**src/rtl/opsel_pkg.sv**
```systemverilog
// -----------------------------------------------------------------------------
// opsel_pkg
// Shared definitions for the opcode capture unit:
//   - FSM state encoding (IDLE, FILTER, PRESENT, RELEASE)
//   - is_onehot():     true when exactly one bit of a request pattern is set
//   - index_to_code(): maps a request-line index to its opcode code
// Request lines are handled zero-extended to MAX_OPS bits inside the helpers.
// The optional feature macro OPSEL_PRIORITY_EN is consumed by opsel_encoder
// and opsel_capture, not by this package.
// -----------------------------------------------------------------------------
package opsel_pkg;

    localparam logic [1:0] IDLE    = 2'd0;
    localparam logic [1:0] FILTER  = 2'd1;
    localparam logic [1:0] PRESENT = 2'd2;
    localparam logic [1:0] RELEASE = 2'd3;

    // Widest request vector the helper functions accept.
    localparam int MAX_OPS = 32;

    function automatic logic is_onehot(input logic [MAX_OPS-1:0] vec);
        // Clearing the lowest set bit leaves zero only for a single-bit value.
        return (vec != '0) && ((vec & (vec - MAX_OPS'(1))) == '0);
    endfunction

    // Line i maps to code n_ops-i: the top line is opcode 1, line 0 the last.
    function automatic logic [MAX_OPS-1:0] index_to_code(input int n_ops, input int idx);
        return MAX_OPS'(n_ops - idx);
    endfunction

endpackage

```
**src/rtl/opsel_encoder.sv**
```systemverilog
// -----------------------------------------------------------------------------
// opsel_encoder
// Combinational encoder for a captured request pattern.
// Ports:
//   pat       in  N_OPS   captured request pattern
//   code      out CODE_W  encoded opcode (0 = none / unresolved multi-hot)
//   onehot    out 1       exactly one line set
//   multihot  out 1       two or more lines set
// Build option: OPSEL_PRIORITY_EN
//   undefined - a multi-hot pattern encodes to 0
//   defined   - a multi-hot pattern encodes to its highest-index set line
// -----------------------------------------------------------------------------
module opsel_encoder
    import opsel_pkg::*;
#(
    parameter int N_OPS  = 6,
    parameter int CODE_W = 3
) (
    input  logic [N_OPS-1:0]  pat,
    output logic [CODE_W-1:0] code,
    output logic              onehot,
    output logic              multihot
);

    logic [CODE_W-1:0]  bit_code [N_OPS];
    logic [CODE_W-1:0]  prio_code;
    logic [MAX_OPS-1:0] pat_ext;

    // Constant code for every request line.
    genvar gi;
    generate
        for (gi = 0; gi < N_OPS; gi++) begin : g_code
            localparam logic [MAX_OPS-1:0] FULL_CODE = index_to_code(N_OPS, gi);
            assign bit_code[gi] = FULL_CODE[CODE_W-1:0];
        end
    endgenerate

    assign pat_ext = MAX_OPS'(pat);

    // Ascending scan: the last set line seen (highest index, lowest code) wins.
    always_comb begin
        prio_code = '0;
        for (int i = 0; i < N_OPS; i++) begin
            if (pat[i]) begin
                prio_code = bit_code[i];
            end
        end
    end

    assign onehot   = is_onehot(pat_ext);
    assign multihot = (pat != '0) && !onehot;

`ifdef OPSEL_PRIORITY_EN
    assign code = prio_code;
`else
    assign code = onehot ? prio_code : '0;
`endif

endmodule

```
**src/rtl/opsel_capture.sv**
```systemverilog
// -----------------------------------------------------------------------------
// opsel_capture
// Debounced one-hot opcode capture with a valid/ready output and a held
// "current opcode" register for the ALU. One transfer per press.
// Ports:
//   clk        in  1       rising-edge clock
//   reset_n    in  1       asynchronous active-low reset
//   op_req     in  N_OPS   request lines (bit N_OPS-1 = opcode 1)
//   out_ready  in  1       consumer accepts out_code
//   out_valid  out 1       out_code/out_err presented
//   out_code   out CODE_W  encoded opcode, 0 = none/invalid
//   out_err    out 1       presented pattern was multi-hot
//   cur_code   out CODE_W  last transferred non-error code
//   busy       out 1       FSM not idle
// Build option: OPSEL_PRIORITY_EN resolves multi-hot presses by priority
// instead of flagging them through out_err.
// All outputs come straight from flops.
// -----------------------------------------------------------------------------
module opsel_capture
    import opsel_pkg::*;
#(
    parameter int N_OPS         = 6,
    parameter int CODE_W        = 3,
    parameter int STABLE_CYCLES = 4,
    parameter int CNT_W         = 8
) (
    input  logic              clk,
    input  logic              reset_n,
    input  logic [N_OPS-1:0]  op_req,
    input  logic              out_ready,
    output logic              out_valid,
    output logic [CODE_W-1:0] out_code,
    output logic              out_err,
    output logic [CODE_W-1:0] cur_code,
    output logic              busy
);

    localparam logic [CNT_W-1:0] CNT_LAST = CNT_W'(STABLE_CYCLES - 1);

    logic [1:0]        state_reg, state_next;
    logic [N_OPS-1:0]  pat_reg, pat_next;
    logic [CNT_W-1:0]  cnt_reg, cnt_next;
    logic              capture;
    logic              transfer;
    logic [CODE_W-1:0] enc_code;
    logic              enc_onehot;
    logic              enc_multihot;
    logic              err_eval;

    opsel_encoder #(
        .N_OPS  (N_OPS),
        .CODE_W (CODE_W)
    ) u_encoder (
        .pat      (pat_reg),
        .code     (enc_code),
        .onehot   (enc_onehot),
        .multihot (enc_multihot)
    );

`ifdef OPSEL_PRIORITY_EN
    assign err_eval = 1'b0;
`else
    assign err_eval = enc_multihot;
`endif

    always_comb begin
        state_next = state_reg;
        pat_next   = pat_reg;
        cnt_next   = cnt_reg;
        capture    = 1'b0;
        transfer   = 1'b0;
        case (state_reg)
            IDLE: begin
                if (op_req != '0) begin
                    pat_next   = op_req;
                    cnt_next   = '0;
                    state_next = FILTER;
                end
            end
            FILTER: begin
                if (op_req == '0) begin
                    state_next = IDLE;
                end else if (op_req != pat_reg) begin
                    // Any change restarts the stability window from this edge.
                    pat_next = op_req;
                    cnt_next = '0;
                end else if (cnt_reg == CNT_LAST) begin
                    // pat_reg is never zero here; the guard only keeps an
                    // empty pattern from ever being presented.
                    if (enc_onehot || enc_multihot) begin
                        capture    = 1'b1;
                        state_next = PRESENT;
                    end else begin
                        state_next = IDLE;
                    end
                end else begin
                    cnt_next = cnt_reg + CNT_W'(1);
                end
            end
            PRESENT: begin
                // op_req is ignored while the code is on offer.
                if (out_ready) begin
                    transfer   = 1'b1;
                    state_next = RELEASE;
                end
            end
            RELEASE: begin
                if (op_req == '0) begin
                    state_next = IDLE;
                end
            end
            default: state_next = RELEASE;
        endcase
    end

    always_ff @(posedge clk or negedge reset_n) begin
        if (!reset_n) begin
            // Entering RELEASE means a line held through reset is never taken.
            state_reg <= RELEASE;
            pat_reg   <= '0;
            cnt_reg   <= '0;
            out_valid <= 1'b0;
            out_code  <= '0;
            out_err   <= 1'b0;
            cur_code  <= '0;
            busy      <= 1'b1;
        end else begin
            state_reg <= state_next;
            pat_reg   <= pat_next;
            cnt_reg   <= cnt_next;
            // Registered from the next state so valid/busy track the FSM
            // without a combinational path from the inputs.
            out_valid <= (state_next == PRESENT);
            busy      <= (state_next != IDLE);
            if (capture) begin
                out_code <= enc_code;
                out_err  <= err_eval;
            end
            if (transfer && !out_err) begin
                cur_code <= out_code;
            end
        end
    end

endmodule

```
**config.mk**
```make
export PLATFORM = sky130hd
export DESIGN_NAME = opsel_capture
export DESIGN_NICKNAME = d
export VERILOG_FILES = /design/src/rtl/opsel_pkg.sv /design/src/rtl/opsel_encoder.sv /design/src/rtl/opsel_capture.sv
export SDC_FILE = /design/constraint.sdc
export NUM_CORES = 1
export LEC_CHECK = 0
export ABC_AREA = 0
export ABC_CLOCK_PERIOD_IN_PS = 5700
export BUFFER_PORTS_ARGS = -buffer_cell sky130_fd_sc_hd__buf_4
export CELL_PAD_IN_SITES_DETAIL_PLACEMENT = 0
export CELL_PAD_IN_SITES_GLOBAL_PLACEMENT = 1
export CORE_UTILIZATION = 48
export DETAILED_ROUTE_END_ITERATION = 16
export PLACE_DENSITY_LB_ADDON = 0.25
export SYNTH_ARGS = -nofsm -noshare
export SYNTH_HDL_FRONTEND = slang
export SYNTH_SLANG_ARGS = --single-unit
export TNS_END_PERCENT = 20
```
**constraint.sdc**
```tcl
create_clock -name clk -period 5.7 [get_ports clk]
set_input_delay 0.285 -clock clk [delete_from_list [all_inputs] [get_ports clk]]
set_output_delay 0.285 -clock clk [all_outputs]
set_load 0.1 [all_outputs]
```
Yosys cells after proc, flatten, opt, wreduce, memory -nomap -nowiden
Index checks and enable logic that the tools add are counted.

word-level totals
  input port bits = 9
  logic and storage cells = 68
  register bits after elaboration = 25

cells by class
  muxes and demuxes = 31
  reductions and logical operators = 16
  bitwise operators = 1
  add/subtract/negate cells = 2
  equal/unequal tests = 10

operators by type and width
  cell                 count
  $and 6x32->32        1
  $logic_not 32->1     1
  $mux 8               4
  $reduce_bool 32->1   1
  $mux 3               7
  $mux 6               3
  $pmux 8 s2           1
  $mux 2               7
  $pmux 6 s2           1
  $reduce_bool 6->1    2
  $add 8x1->8 const B  1
  $eq 8x2->1 const B   1
  $pmux 2 s4           1
  $reduce_and 4->1     2
  $mux 1               7
  $sub 6x1->7 const B  1
  $eq 2x2->1 const B   3
  $logic_not 6->1      1
  $ne 2x2->1 const B   3
  $ne 6x6->1           1
  $reduce_bool 2->1    2
  $logic_and 1x1->1    3
  $ne 3x3->1 const B   1
  $eq 2x1->1 const B   1
  3 further kinds      4

Logic depth before layout (Yosys ltp)
  depth after elaboration = 13
  mapped depth = 7

Cells and area by module
A second synthesis with hierarchy kept.

unflattened totals
  cell total of the unflattened synthesis = 133
  area total of the unflattened synthesis = 1415.1 um^2

modules (own cells, without submodules)
  module         cells an instance  area each (um^2)  times used
  opsel_capture  99                 1206.2            1
  opsel_encoder  34                 209.0             1

Worst setup path before layout
OpenSTA, ideal clock, no wires.

  path kind = flip-flop to flip-flop
  start = register pat_reg[1]
  end = register out_err
  arrival = 1.930 ns
  period minus slack after synthesis = 2.055 ns
  buffers on the path = 2
  cell stages (with the launch flop) = 7
  slack = 3.645 ns
  setup time = 0.126 ns
  path through = dfrtp_1 -> buf_6 -> xor2_1 -> or4_1 -> or3_1 -> buf_6 -> mux2_4

between the ends
  longest elaborated chain between the ends = 12
  elaborated cells on any way between the ends = 15
  those cells by class = 1 x add/sub; 1 x eq/ne; 5 x mux; 1 x bitwise; 7 x reduce/logical

RTL lines
  element                 RTL line              source
  start, declared         opsel_capture.sv:41   logic [N_OPS-1:0] pat_reg, pat_next;
  start signal, assigned  opsel_capture.sv:129  pat_reg <= pat_next;
  $sub 6x1->7             opsel_pkg.sv:23       return (vec != '0) && ((vec & (vec - MAX_OPS'(1))) == '0);
  $and 6x32->32           opsel_pkg.sv:23
  $logic_not 32->1        opsel_pkg.sv:23
  $logic_and 1x1->1       opsel_pkg.sv:23
  $logic_not 1->1         opsel_encoder.sv:51   assign multihot = (pat != '0) && !onehot;
  $logic_and 1x1->1       opsel_encoder.sv:51
  $logic_or 1x1->1        opsel_capture.sv:90   if (enc_onehot || enc_multihot) begin
  $mux 1                  opsel_capture.sv:90
  $mux 1                  opsel_capture.sv:87   end else if (cnt_reg == CNT_LAST) begin
  $mux 1                  opsel_capture.sv:83   end else if (op_req != pat_reg) begin
  $mux 1                  opsel_capture.sv:81   if (op_req == '0) begin
  $mux 1                  opsel_capture.sv:72   case (state_reg)
  end signal, assigned    opsel_capture.sv:137  out_err <= err_eval;
  end, declared           opsel_capture.sv:33   output logic out_err,

Parallel ways exist; a longest one is shown, timed or not.
A chain may end at the register's enable or synchronous reset.

Final worst setup path
  start = register pat_reg[2]
  end = register out_code[2]

between the ends
  longest elaborated chain between the ends = 12
  elaborated cells on any way between the ends = 20
  those cells by class = 1 x add/sub; 1 x eq/ne; 10 x mux; 1 x bitwise; 7 x reduce/logical

RTL lines
  element               RTL line              source
  $sub 6x1->7           opsel_pkg.sv:23
  $and 6x32->32         opsel_pkg.sv:23
  $logic_not 32->1      opsel_pkg.sv:23
  $logic_and 1x1->1     opsel_pkg.sv:23
  $logic_not 1->1       opsel_encoder.sv:51
  $logic_and 1x1->1     opsel_encoder.sv:51
  $logic_or 1x1->1      opsel_capture.sv:90
  $mux 1                opsel_capture.sv:90
  $mux 1                opsel_capture.sv:87
  $mux 1                opsel_capture.sv:83
  $mux 1                opsel_capture.sv:81
  $mux 1                opsel_capture.sv:72
  end signal, assigned  opsel_capture.sv:136  out_code <= enc_code;
  end, declared         opsel_capture.sv:32   output logic [CODE_W-1:0] out_code,

Parallel ways exist; a longest one is shown, timed or not.

==> metrics.md <==
| Metric | Value |
|---|---|
| Cells on worst reg2reg path | 5 |
| CP max FO | 11 |
| Minimum clock period | 2410 ps |
| Cell Pwr Density | 283 nW/µm² |
| Proportion of layout cells with a drive suffix above 1 | 28.4% |
| RSZ-0062 raised after global routing | no |
| Worst setup margin | 3290 ps |
| Drt total wl | 2.45 mm |
| Hpwl dp | 1.77 mm |
| Sequential Area | 629 µm² |
| Die ar. | 3020 µm² |
| Highest Clock Rate | 415 MHz |
| CP Cell Sequence | xnor2_1 -> nand4_1 -> or4_1 -> or3_1 -> mux2_4 |
| CTS tree | done |
| Cell Area, Synth | 1340 µm² |
| Design Power | 421 µW |
| TritonRoute pass-1 iters | 4 |
| Clk root buf | clkbuf_4 |
| TritonCTS Buffers | 3 |
| Grt ovf | 0 |
| Starting Density | 52.3% |
| Worst path top cell family by delay | simple AND/OR/NAND/NOR gates |
| Critical path's largest stage delay | 580 ps |
| Critical Path Source Type | register |
| Final number of hold-violating endpoints | 0 |
| CP endpoint | out_code[2]$_DFFE_PN0P_ |
| Relative slew slack | 53.0% |
| Synth Instances | 121 |
| Measured slew at the worst slew-check pin | 695 ps |
| Crit path buf inv count | 0 |
| Critical path data arrival time | 2630 ps |
| Core ar. | 2570 µm² |
| 1st-iter DRT viols | 18 |
| Final GP Congestion | 0.733 |
| Avg WL per Cell | 14.9 µm |
| DR DRC count | 0 |
| Layout area overhead | 10.5% |
| Die H | 54.9 µm |
| FF+latch count, synth | 25 |
| Asr flop ratio synth | 100% |
| Antenna cells | 0 |
| Setup TNS | 0 ps |
| Clock-pin slew on the worst setup and hold paths | 140 ps |
| Final core occ | 57.8% |
| Pin count of the biggest net entering global routing | 26 |
| Warnings, synthesis | 0 |
| Critical path depth | 5 |
| I/O Pins | 18 |
| Die Wd | 54.9 µm |
| Synthesized Nets | 131 |
| Pre-CTS setup slack | 3310 ps |
| Most frequent cells in the layout | dfrtp_1, buf_4, o21ai_0, mux2_2 |
| Skew final | 8.95 ps |
| R2R Path Start | pat_reg[2]$_DFFE_PN0P_ |
| Port buffer count | 17 |
| Synth Flop Type | dfrtp_1 |
| Register-to-Register Setup Slack | 3290 ps |
| Clock buffer depth | 2 |
| Post-DRT Antenna Nets | 0 |
| Clk_lat worst skew | 320 ps |
| Worst setup path start | pat_reg[2]$_DFFE_PN0P_ |
| DR vias | 951 |
| Max FFs per register | 8 |
| Post-CTS Setup Inserts | 0 |
| Synth cell types | 34 |
| Hold WS | 136 ps |
| Static Leak | 0.000669 µW |
| Outcome | complete, no violations |
| Clock sinks | 25 |
| Post-CTS Resized | 0 |
| Max-cap viol count | 0 |
| Row Count | 18 |
| Slowest CP cell | dfrtp_1 |
| Area of the multi-input gates | 646 µm² |
| WS Path Type | register to register |
| Nets@finish | 145 |
| # hold bufs at CTS | 1 |
| Routed vias/inst | 5.80 |
| Final Slew Violations | 0 |
| Seq/Total Area, Yosys | 46.8% |
| Final period utilization | 42.3% |
| Vias in the first global route | 908 |
| Total Routing Usage GR | 19.2% |
| Tightest Hold Check Type | input pin to register |
| Count of final setup violators | 0 |
| VDD IR max | 0.199 mV |
| CP Capture Type | register |
| Initial antenna violation count | 0 |
| Number of enable flip-flop cells after synthesis | 0 |
| # H-tree levels | 1 |
| Most common cell after layout, fill and taps aside | dfrtp_1 |
| First-pass GRT wire length | 4.16 mm |
| RR Endpoint | out_code[2]$_DFFE_PN0P_ |
| CP Data Required Time | 5910 ps |
| Mean Syn Cell Area | 11.1 µm² |
| # fillers | 231 |
[kinds of logic (layout without fill, tap and decap cells)]
kind of cell	count (synthesis)	in the layout	synth area share, %
compound gates	29	29	14.5
simple gates	32	32	14.0
mux	13	13	12.0
flops	25	25	46.8
xor+xnor	9	9	5.87
fa+ha+maj	2	2	1.68
buf+inv	11	24	5.12
[synth_stat cells (all sizes together), types with 2 or more instances]
cell	number	share of area, %
o2bb2ai	5	3.3
o21a	2	1.1
or3	2	0.93
mux2	13	12
buf	8	4.3
nor3	4	1.5
xor2	6	3.9
or4	2	1.1
nor2	4	1.1
xnor2	3	2.0
dfstp	3	5.9
and3	6	2.8
nor4	2	0.93
a22o	3	2.0
o21ai	15	5.6
nand2b	6	2.8
dfrtp	22	41
inv	2	0.56
[through the flow]
| stage | instance area [µm²] | instances |
|---|---|---|
| global route | 1490 | 164 |
| detailed placement | 1450 | 159 |
| floorplan | 1340 | 121 |
| CTS | 1490 | 164 |
| global placement | 1450 | 159 |
| finish | 1490 | 164 |
[layout make-up]
type / instances / area share (%)
clock buffer: 3 / 1.52
timing repair buffer: 18 / 9.27
sequential: 25 / 42.4
inverter: 2 / 0.505
multi-input combinational: 85 / 43.5
clock inverter: 1 / 0.337
tap: 30 / 2.53
[report_power, final]
| part | internal [µW] | switching, µW |
|---|---|---|
| sequential | 197 | 38.5 |
| combinational | 54.7 | 50.4 |
| clock | 26.3 | 53.8 |
[per-layer routing]
layer / vias to the layer above / track usage (%) / routed length [µm]
li1: 465 / - / -
met5: - / 0 / 0
met1: 465 / 28.8 / 1310
met4: 0 / 3.75 / 10
met3: 2 / 2.46 / 89
met2: 19 / 29.5 / 1040
[how the worst min path moves through the flow]
stage	depth (start not counted)	from	end
floorplan	0	reset_n	cnt_reg[0]$_DFFE_PN0P_
global placement	1	reset_n	cur_code[0]$_DFFE_PN0P_
detailed placement	1	reset_n	cur_code[0]$_DFFE_PN0P_
CTS	2	out_ready	out_valid$_DFF_PN0_
global route	2	out_ready	out_valid$_DFF_PN0_
finish	2	out_ready	out_valid$_DFF_PN0_
Note: power is estimated with default switching activity, not from simulation.
